==> config.mk <==
export PLATFORM = sky130hd
export DESIGN_NAME = frame_writer
export DESIGN_NICKNAME = d
export VERILOG_FILES = /design/src/rtl/frame_writer_pkg.sv /design/src/rtl/frame_writer_stats.sv /design/src/rtl/frame_writer.sv
export SDC_FILE = /design/constraint.sdc
export NUM_CORES = 1
export LEC_CHECK = 0
export ABC_AREA = 1
export ABC_CLOCK_PERIOD_IN_PS = 4650
export BUFFER_PORTS_ARGS = -buffer_cell sky130_fd_sc_hd__buf_2
export CORE_MARGIN = 2
export CORE_UTILIZATION = 40
export DETAILED_ROUTE_END_ITERATION = 8
export PLACE_DENSITY = 0.66
export SYNTH_ARGS = -nofsm -noshare
export SYNTH_HDL_FRONTEND = slang
export SYNTH_SLANG_ARGS = --single-unit
==> constraint.sdc <==
create_clock -name clk -period 4.65 [get_ports clk]
set_input_delay 0.2325 -clock clk [delete_from_list [all_inputs] [get_ports clk]]
set_output_delay 0.2325 -clock clk [all_outputs]
set_load 0.005 [all_outputs]
==> src/rtl/frame_writer_pkg.sv <==
// Shared definitions for the frame writer and the switch requester: destination width,
// frame buffer / sideband word layouts and the writer state encoding.
package frame_writer_pkg;

  localparam int AXIS_DEST_WIDTH = 4;

  localparam int FW_WIDTH      = 20;
  localparam int FW_DATA_WIDTH = 16;
  localparam int FW_LAST_BIT   = 16;

  // Sideband entry: {zero pad, end_ptr, dest}; the requester decodes with the same offsets
  localparam int SB_WIDTH    = 20;
  localparam int SB_DEST_LSB = 0;
  localparam int SB_PTR_LSB  = AXIS_DEST_WIDTH;

  localparam logic [2:0] ST_IDLE_ENC    = 3'd0;
  localparam logic [2:0] ST_HEADER_ENC  = 3'd1;
  localparam logic [2:0] ST_AWAIT_ENC   = 3'd2;
  localparam logic [2:0] ST_PAYLOAD_ENC = 3'd3;
  localparam logic [2:0] ST_COMMIT_ENC  = 3'd4;
  localparam logic [2:0] ST_DRAIN_ENC   = 3'd5;
  localparam logic [2:0] ST_REWIND_ENC  = 3'd6;

  typedef enum logic [2:0] {
    ST_IDLE    = ST_IDLE_ENC,
    ST_HEADER  = ST_HEADER_ENC,
    ST_AWAIT   = ST_AWAIT_ENC,
    ST_PAYLOAD = ST_PAYLOAD_ENC,
    ST_COMMIT  = ST_COMMIT_ENC,
    ST_DRAIN   = ST_DRAIN_ENC,
    ST_REWIND  = ST_REWIND_ENC
  } fw_state_t;

  function automatic logic [FW_WIDTH-1:0] pack_frame_word(input logic last,
                                                          input logic [FW_DATA_WIDTH-1:0] data);
    logic [FW_WIDTH-1:0] w;
    w = {FW_WIDTH{1'b0}};
    w[FW_DATA_WIDTH-1:0] = data;
    w[FW_LAST_BIT] = last;
    return w;
  endfunction

endpackage

==> src/rtl/frame_writer_stats.sv <==
// Saturating committed/dropped frame counters for frame_writer.
// Only compiled when FRAME_WRITER_STATS_EN is defined.
`ifdef FRAME_WRITER_STATS_EN
module frame_writer_stats (
  input  logic        clk,
  input  logic        reset,
  input  logic        stat_clear,
  input  logic        inc_committed,
  input  logic        inc_dropped,
  output logic [15:0] stat_committed,
  output logic [15:0] stat_dropped
);

  // Clear wins over a same-cycle increment; counters stick at all-ones
  always_ff @(posedge clk) begin
    if (reset || stat_clear) begin
      stat_committed <= 16'd0;
      stat_dropped   <= 16'd0;
    end else begin
      if (inc_committed && (stat_committed != 16'hFFFF)) begin
        stat_committed <= stat_committed + 16'd1;
      end
      if (inc_dropped && (stat_dropped != 16'hFFFF)) begin
        stat_dropped <= stat_dropped + 16'd1;
      end
    end
  end

endmodule
`endif

==> src/rtl/frame_writer.sv <==
// Ingress frame writer: streams AXIS words into the frame buffer, then commits (sideband push)
// or rewinds on the filter verdict. Optional counters under FRAME_WRITER_STATS_EN.
module frame_writer
  import frame_writer_pkg::*;
#(
  parameter int ADDR_WIDTH      = 11,
  parameter int MAX_FRAME_WORDS = 1024
) (
  input  logic                       clk,
  input  logic                       reset,
  input  logic [15:0]                ingress_tdata,
  input  logic                       ingress_tvalid,
  input  logic                       ingress_tlast,
  output logic                       ingress_tready,
  input  logic                       decision_valid,
  input  logic                       decision_drop,
  input  logic [AXIS_DEST_WIDTH-1:0] decision_dest,
  output logic                       scan_payload,
  output logic                       frame_wen,
  output logic [FW_WIDTH-1:0]        frame_wdata,
  input  logic [ADDR_WIDTH:0]        frame_wptr,
  input  logic                       frame_full,
  output logic                       frame_wrst,
  output logic [ADDR_WIDTH:0]        frame_rst_wptr,
  output logic                       sideband_wen,
  output logic [SB_WIDTH-1:0]        sideband_wdata,
  input  logic                       sideband_full,
  output logic                       dropped
`ifdef FRAME_WRITER_STATS_EN
  ,
  input  logic                       stat_clear,
  output logic [15:0]                stat_committed,
  output logic [15:0]                stat_dropped
`endif
);

  localparam int PTR_W = ADDR_WIDTH + 1;
  localparam int CNT_W = $clog2(MAX_FRAME_WORDS) + 1;
  localparam logic [CNT_W-1:0] CNT_MAX = CNT_W'(MAX_FRAME_WORDS);

  if (PTR_W + AXIS_DEST_WIDTH > SB_WIDTH) begin : g_width_check
    $error("frame_writer: end pointer plus dest does not fit the sideband entry");
  end

  fw_state_t                  state, state_next;
  logic                       settled, settled_next;
  logic [CNT_W-1:0]           count, count_next, count_inc;
  logic [AXIS_DEST_WIDTH-1:0] dest_latched, dest_next;
  logic [PTR_W-1:0]           rst_wptr_next;
  logic                       wen_next, sb_wen_next, wrst_next, dropped_next, scan_next;
  logic [FW_WIDTH-1:0]        wdata_next;
  logic [SB_WIDTH-1:0]        sb_wdata_next, sb_word;
  logic                       accept, oversize;

  // Ingress handshake; DRAIN swallows words even when the buffer is full
  always_comb begin
    ingress_tready = 1'b0;
    if (reset) begin
      ingress_tready = 1'b0;
    end else if (state == ST_DRAIN) begin
      ingress_tready = 1'b1;
    end else if ((state == ST_IDLE) || (state == ST_HEADER) || (state == ST_PAYLOAD)) begin
      ingress_tready = ~frame_full;
    end else begin
      ingress_tready = 1'b0;
    end
    accept    = ingress_tvalid & ingress_tready;
    count_inc = (&count) ? count : count + CNT_W'(1);
    oversize  = (count_inc >= CNT_MAX) & ~ingress_tlast;
  end

  // Next-state and next-output decode
  always_comb begin
    state_next    = state;
    settled_next  = 1'b0;
    count_next    = count;
    dest_next     = dest_latched;
    rst_wptr_next = frame_rst_wptr;
    wen_next      = 1'b0;
    wdata_next    = frame_wdata;
    sb_wen_next   = 1'b0;
    sb_wdata_next = sideband_wdata;
    sb_word       = {SB_WIDTH{1'b0}};
    sb_word[SB_PTR_LSB +: PTR_W]            = frame_wptr;
    sb_word[SB_DEST_LSB +: AXIS_DEST_WIDTH] = dest_latched;

    case (state)
      ST_IDLE: begin
        if (accept) begin
          rst_wptr_next = frame_wptr;
          count_next    = CNT_W'(1);
          wen_next      = 1'b1;
          wdata_next    = pack_frame_word(ingress_tlast, ingress_tdata);
          state_next    = ingress_tlast ? ST_AWAIT : ST_HEADER;
        end else begin
          state_next = ST_IDLE;
        end
      end
      ST_HEADER: begin
        if (decision_valid && decision_drop) begin
          // the word accepted alongside a drop verdict is already discarded
          if (accept) begin
            count_next = count_inc;
            state_next = ingress_tlast ? ST_REWIND : ST_DRAIN;
          end else begin
            state_next = ST_DRAIN;
          end
        end else begin
          if (decision_valid) begin
            dest_next = decision_dest;
          end else begin
            dest_next = dest_latched;
          end
          if (accept) begin
            count_next = count_inc;
            wen_next   = 1'b1;
            wdata_next = pack_frame_word(ingress_tlast, ingress_tdata);
          end else begin
            count_next = count;
          end
          if (accept && ingress_tlast) begin
            state_next = decision_valid ? ST_COMMIT : ST_AWAIT;
          end else if (accept && oversize) begin
            state_next = ST_DRAIN;
          end else if (decision_valid) begin
            state_next = ST_PAYLOAD;
          end else begin
            state_next = ST_HEADER;
          end
        end
      end
      ST_AWAIT: begin
        if (decision_valid) begin
          dest_next  = decision_drop ? dest_latched : decision_dest;
          state_next = decision_drop ? ST_REWIND : ST_COMMIT;
        end else begin
          state_next = ST_AWAIT;
        end
      end
      ST_PAYLOAD: begin
        if (accept) begin
          count_next = count_inc;
          wen_next   = 1'b1;
          wdata_next = pack_frame_word(ingress_tlast, ingress_tdata);
          if (ingress_tlast) begin
            state_next = ST_COMMIT;
          end else if (oversize) begin
            state_next = ST_DRAIN;
          end else begin
            state_next = ST_PAYLOAD;
          end
        end else begin
          state_next = ST_PAYLOAD;
        end
      end
      ST_COMMIT: begin
        // first cycle lets the last frame write land so frame_wptr is the end pointer
        if (!settled) begin
          settled_next = 1'b1;
        end else if (!sideband_full) begin
          sb_wen_next   = 1'b1;
          sb_wdata_next = sb_word;
          state_next    = ST_IDLE;
        end else begin
          settled_next = 1'b1;
        end
      end
      ST_DRAIN: begin
        if (accept) begin
          count_next = count_inc;
          state_next = ingress_tlast ? ST_REWIND : ST_DRAIN;
        end else begin
          state_next = ST_DRAIN;
        end
      end
      ST_REWIND: begin
        state_next = ST_IDLE;
      end
      default: begin
        state_next = ST_IDLE;
      end
    endcase

    wrst_next    = (state_next == ST_REWIND);
    dropped_next = (state_next == ST_REWIND);
    scan_next    = (state_next == ST_PAYLOAD);
  end

  // State, frame bookkeeping and registered outputs
  always_ff @(posedge clk) begin
    if (reset) begin
      state          <= ST_IDLE;
      settled        <= 1'b0;
      count          <= {CNT_W{1'b0}};
      dest_latched   <= {AXIS_DEST_WIDTH{1'b0}};
      frame_rst_wptr <= {PTR_W{1'b0}};
      frame_wen      <= 1'b0;
      frame_wdata    <= {FW_WIDTH{1'b0}};
      sideband_wen   <= 1'b0;
      sideband_wdata <= {SB_WIDTH{1'b0}};
      frame_wrst     <= 1'b0;
      dropped        <= 1'b0;
      scan_payload   <= 1'b0;
    end else begin
      state          <= state_next;
      settled        <= settled_next;
      count          <= count_next;
      dest_latched   <= dest_next;
      frame_rst_wptr <= rst_wptr_next;
      frame_wen      <= wen_next;
      frame_wdata    <= wdata_next;
      sideband_wen   <= sb_wen_next;
      sideband_wdata <= sb_wdata_next;
      frame_wrst     <= wrst_next;
      dropped        <= dropped_next;
      scan_payload   <= scan_next;
    end
  end

`ifdef FRAME_WRITER_STATS_EN
  frame_writer_stats u_stats (
    .clk            (clk),
    .reset          (reset),
    .stat_clear     (stat_clear),
    .inc_committed  (sideband_wen),
    .inc_dropped    (dropped),
    .stat_committed (stat_committed),
    .stat_dropped   (stat_dropped)
  );
`endif

endmodule

==> flow_summary.toml <==
[routing]
drt_first_pass_iters = 4
wire_per_inst_microns = 11.6
post-route-drc-count = 0
drtAntennaViolNets = 0
viasPerCell = 4.68
wirelength_microns = 6690
drt_iter0_markers = 157
vias = 2703

[die]
die_area_sq_mm = 0.00794
initial_core_util = 0.406
core_sq_mm = 0.00714
std_cell_rows = 31
io_pins = 98
dieWidth_microns = 89.1
die_height_microns = 89.1

[critical_path]
cp_top_family = "buffers and inverters"
slowest_stage = "inv_1"
path_cells = "nor2_1 -> nand2_1 -> inv_1 -> nand2_1 -> inv_1 -> o21ai_0 -> a21oi_1"
critPathRequiredTime_ns = 4.90
cpPeakStageDelay_ns = 0.57
cp.arrival_ns = 2.21
critPathBufInv = 2
crit_path_max_fanout = 20
crit_path_start_kind = "flip-flop"
criticalPathCategory = "reg2reg"
end_kind = "flip-flop"

[sta]
finalCriticalPeriod_ns = 1.95
setup_viol = 0
finClkSkew_ns = 0.00543
rsz0062_at_grt = "false"
fmax_ghz = 0.512
period_share = 0.420
report.final.slew_viol_count = 0
tightestPinTransition_ns = 0.731
hold_viol_final = 0
maxSlewHeadroom = 0.512
fin_tns_setup_ns = 0

[clock_network]
clock_latency_ns = 0.33
hold_buffers = 0
cts_resized = 0
post-cts-setup-buffers = 0
numCtsBuffers = 9
clockBufferDepth = 2
cts_tree = "yes"
numClockSinks = 68
cts_root_buf = "clkbuf_8"
path_clk_slew_ns = 0.07
htree_levels = 3

[global_route]
grt_overflow = 0
grt_max_degree = 55
grt_usage = 0.179
grt_pass1_wl_microns = 11100
antenna_found_initial = 0
grt_pass1_vias = 2542

[cells_and_area]
multi_input_area_sq_mm = 0.00129
nets = 514
finish.utilization = 0.502
drive_gt1_frac = 0.280
register_area_sq_mm = 0.00136
syn_to_final_growth_pct = 23.7
nFillCells = 743
n_antenna_cell = 0

[yosys]
synth_edf_count = 0
synth_top_cell_by_area = "dfxtp_1"
synth_area_leaders = "dfxtp_1, nor2_1, o21ai_0, nand2_1, a21oi_1"
synth_cell_types = 35
syn_avg_cell_area_sq_um = 7.47
synth_commonest_cells = "nor2_1, dfxtp_1, o21ai_0, nand2_1, inv_1"
yosysSeqAreaShare = 0.470
syn-cell-area_sq_mm = 0.00290
ys.flop_type = "dfxtp_1"
ys_ff_latch = 68
yosysWarnings = 0
synth_top_cell_area_share = 0.470
yosysMostFrequentCell = "nor2_1"
syn-instance-count = 388
synthArstFlopShare = 0

[hold_path]
hold_path_class = "in2reg"

[power]
p_leak_nw = 1.68
peakVddDrop_uv = 211
powerDensity_mw_per_mm2 = 361

[placement]
place.port_buffers = 90
hpwl_microns = 4790
gp_congestion = 0.855

[run_status]
run_status = "finished, final reports clean"

[flow_run]
cap_violations = 0
[metrics by stage]
stage	power, mW	instance area [sq um]	cells	setup WS, ns	hold WS, ns
CTS	1.31	3590	577	2.67	0.118
global placement	0.747	3350	561	2.43	0.439
floorplan	0.706	2920	394	3.19	0.302
detailed placement	0.749	3350	561	2.37	0.452
finish	1.29	3590	577	2.70	0.136
global route	1.35	3590	577	2.44	0.119
[flip-flops by register name, indices dropped and copies added, names as in the netlist]
| register | flops |
|---|---|
| count | 11 |
| dest_latched | 4 |
| dropped | 1 |
| frame_rst_wptr | 12 |
| frame_wdata | 17 |
| frame_wen | 1 |
| scan_payload | 1 |
| settled | 1 |
| sideband_wdata | 16 |
| sideband_wen | 1 |
| state | 3 |
[logic make-up after synthesis]
logic type | after synthesis | share of synthesized area
and+or+nand+nor | 179 | 0.277
AOI/OAI and AO/OA | 82 | 0.144
DFF | 68 | 0.470
buffers and inverters | 53 | 0.0915
xor gates and xnor gates | 4 | 0.0121
adders and majority gates | 1 | 0.00432
other | 1 | 0.00129
[metal layers]
layer / wire, microns / vias to the layer above / GRT usage
met1: 3040 / 1217 / 0.225
li1: - / 1404 / -
met5: 0 / - / 0
met2: 3170 / 75 / 0.287
met3: 388 / 7 / 0.0545
met4: 87 / 0 / 0.0719
[path summary, 6_finish.rpt]
check	cells past startpoint	from	slack, ns	end
setup / recovery	7	state[1]	2.70	sideband_wdata[3]
hold / removal	3	frame_wptr[6]	0.14	frame_rst_wptr[6]
setup reg to reg	7	state[1]	2.70	sideband_wdata[3]
hold reg to reg	2	dest_latched[1]	0.47	dest_latched[1]
[power breakdown]
| group | switching [mW] | internal (mW) | leakage [nW] |
|---|---|---|---|
| sequential | 0.0117 | 0.603 | 0.552 |
| clock | 0.226 | 0.332 | 0.112 |
| combinational | 0.0727 | 0.0476 | 1.02 |
| total | 0.310 | 0.983 | 1.68 |
[layout by cell type (no fill, tap or decap), drive strengths merged, types with 2 or more instances in the layout]
cell type	n
conb	7
nand2	45
bufinv	2
nor2	110
nand3	13
inv	30
or2	3
clkinvlp	2
a21oi	24
nor3	2
clkinv	2
o21ai	56
xor2	2
clkbuf	11
nand4	5
xnor2	2
dfxtp	68
buf	90
[layout make-up]
type	count	area share
clock inverter	5	0.0234
tap	99	0.0345
multi-input combinational	273	0.361
timing repair buffer	90	0.126
inverter	31	0.0335
clock buffer	11	0.0422
sequential	68	0.380
[worst reg2reg max path, stage by stage, from the launching register on]
cell and delay, ns:
dfxtp_1 0.36, nor2_1 0.16, nand2_1 0.10, inv_1 0.06
nand2_1 0.27, inv_1 0.57, o21ai_0 0.18, a21oi_1 0.18
No activity file was read; power rests on OpenSTA's default activity.
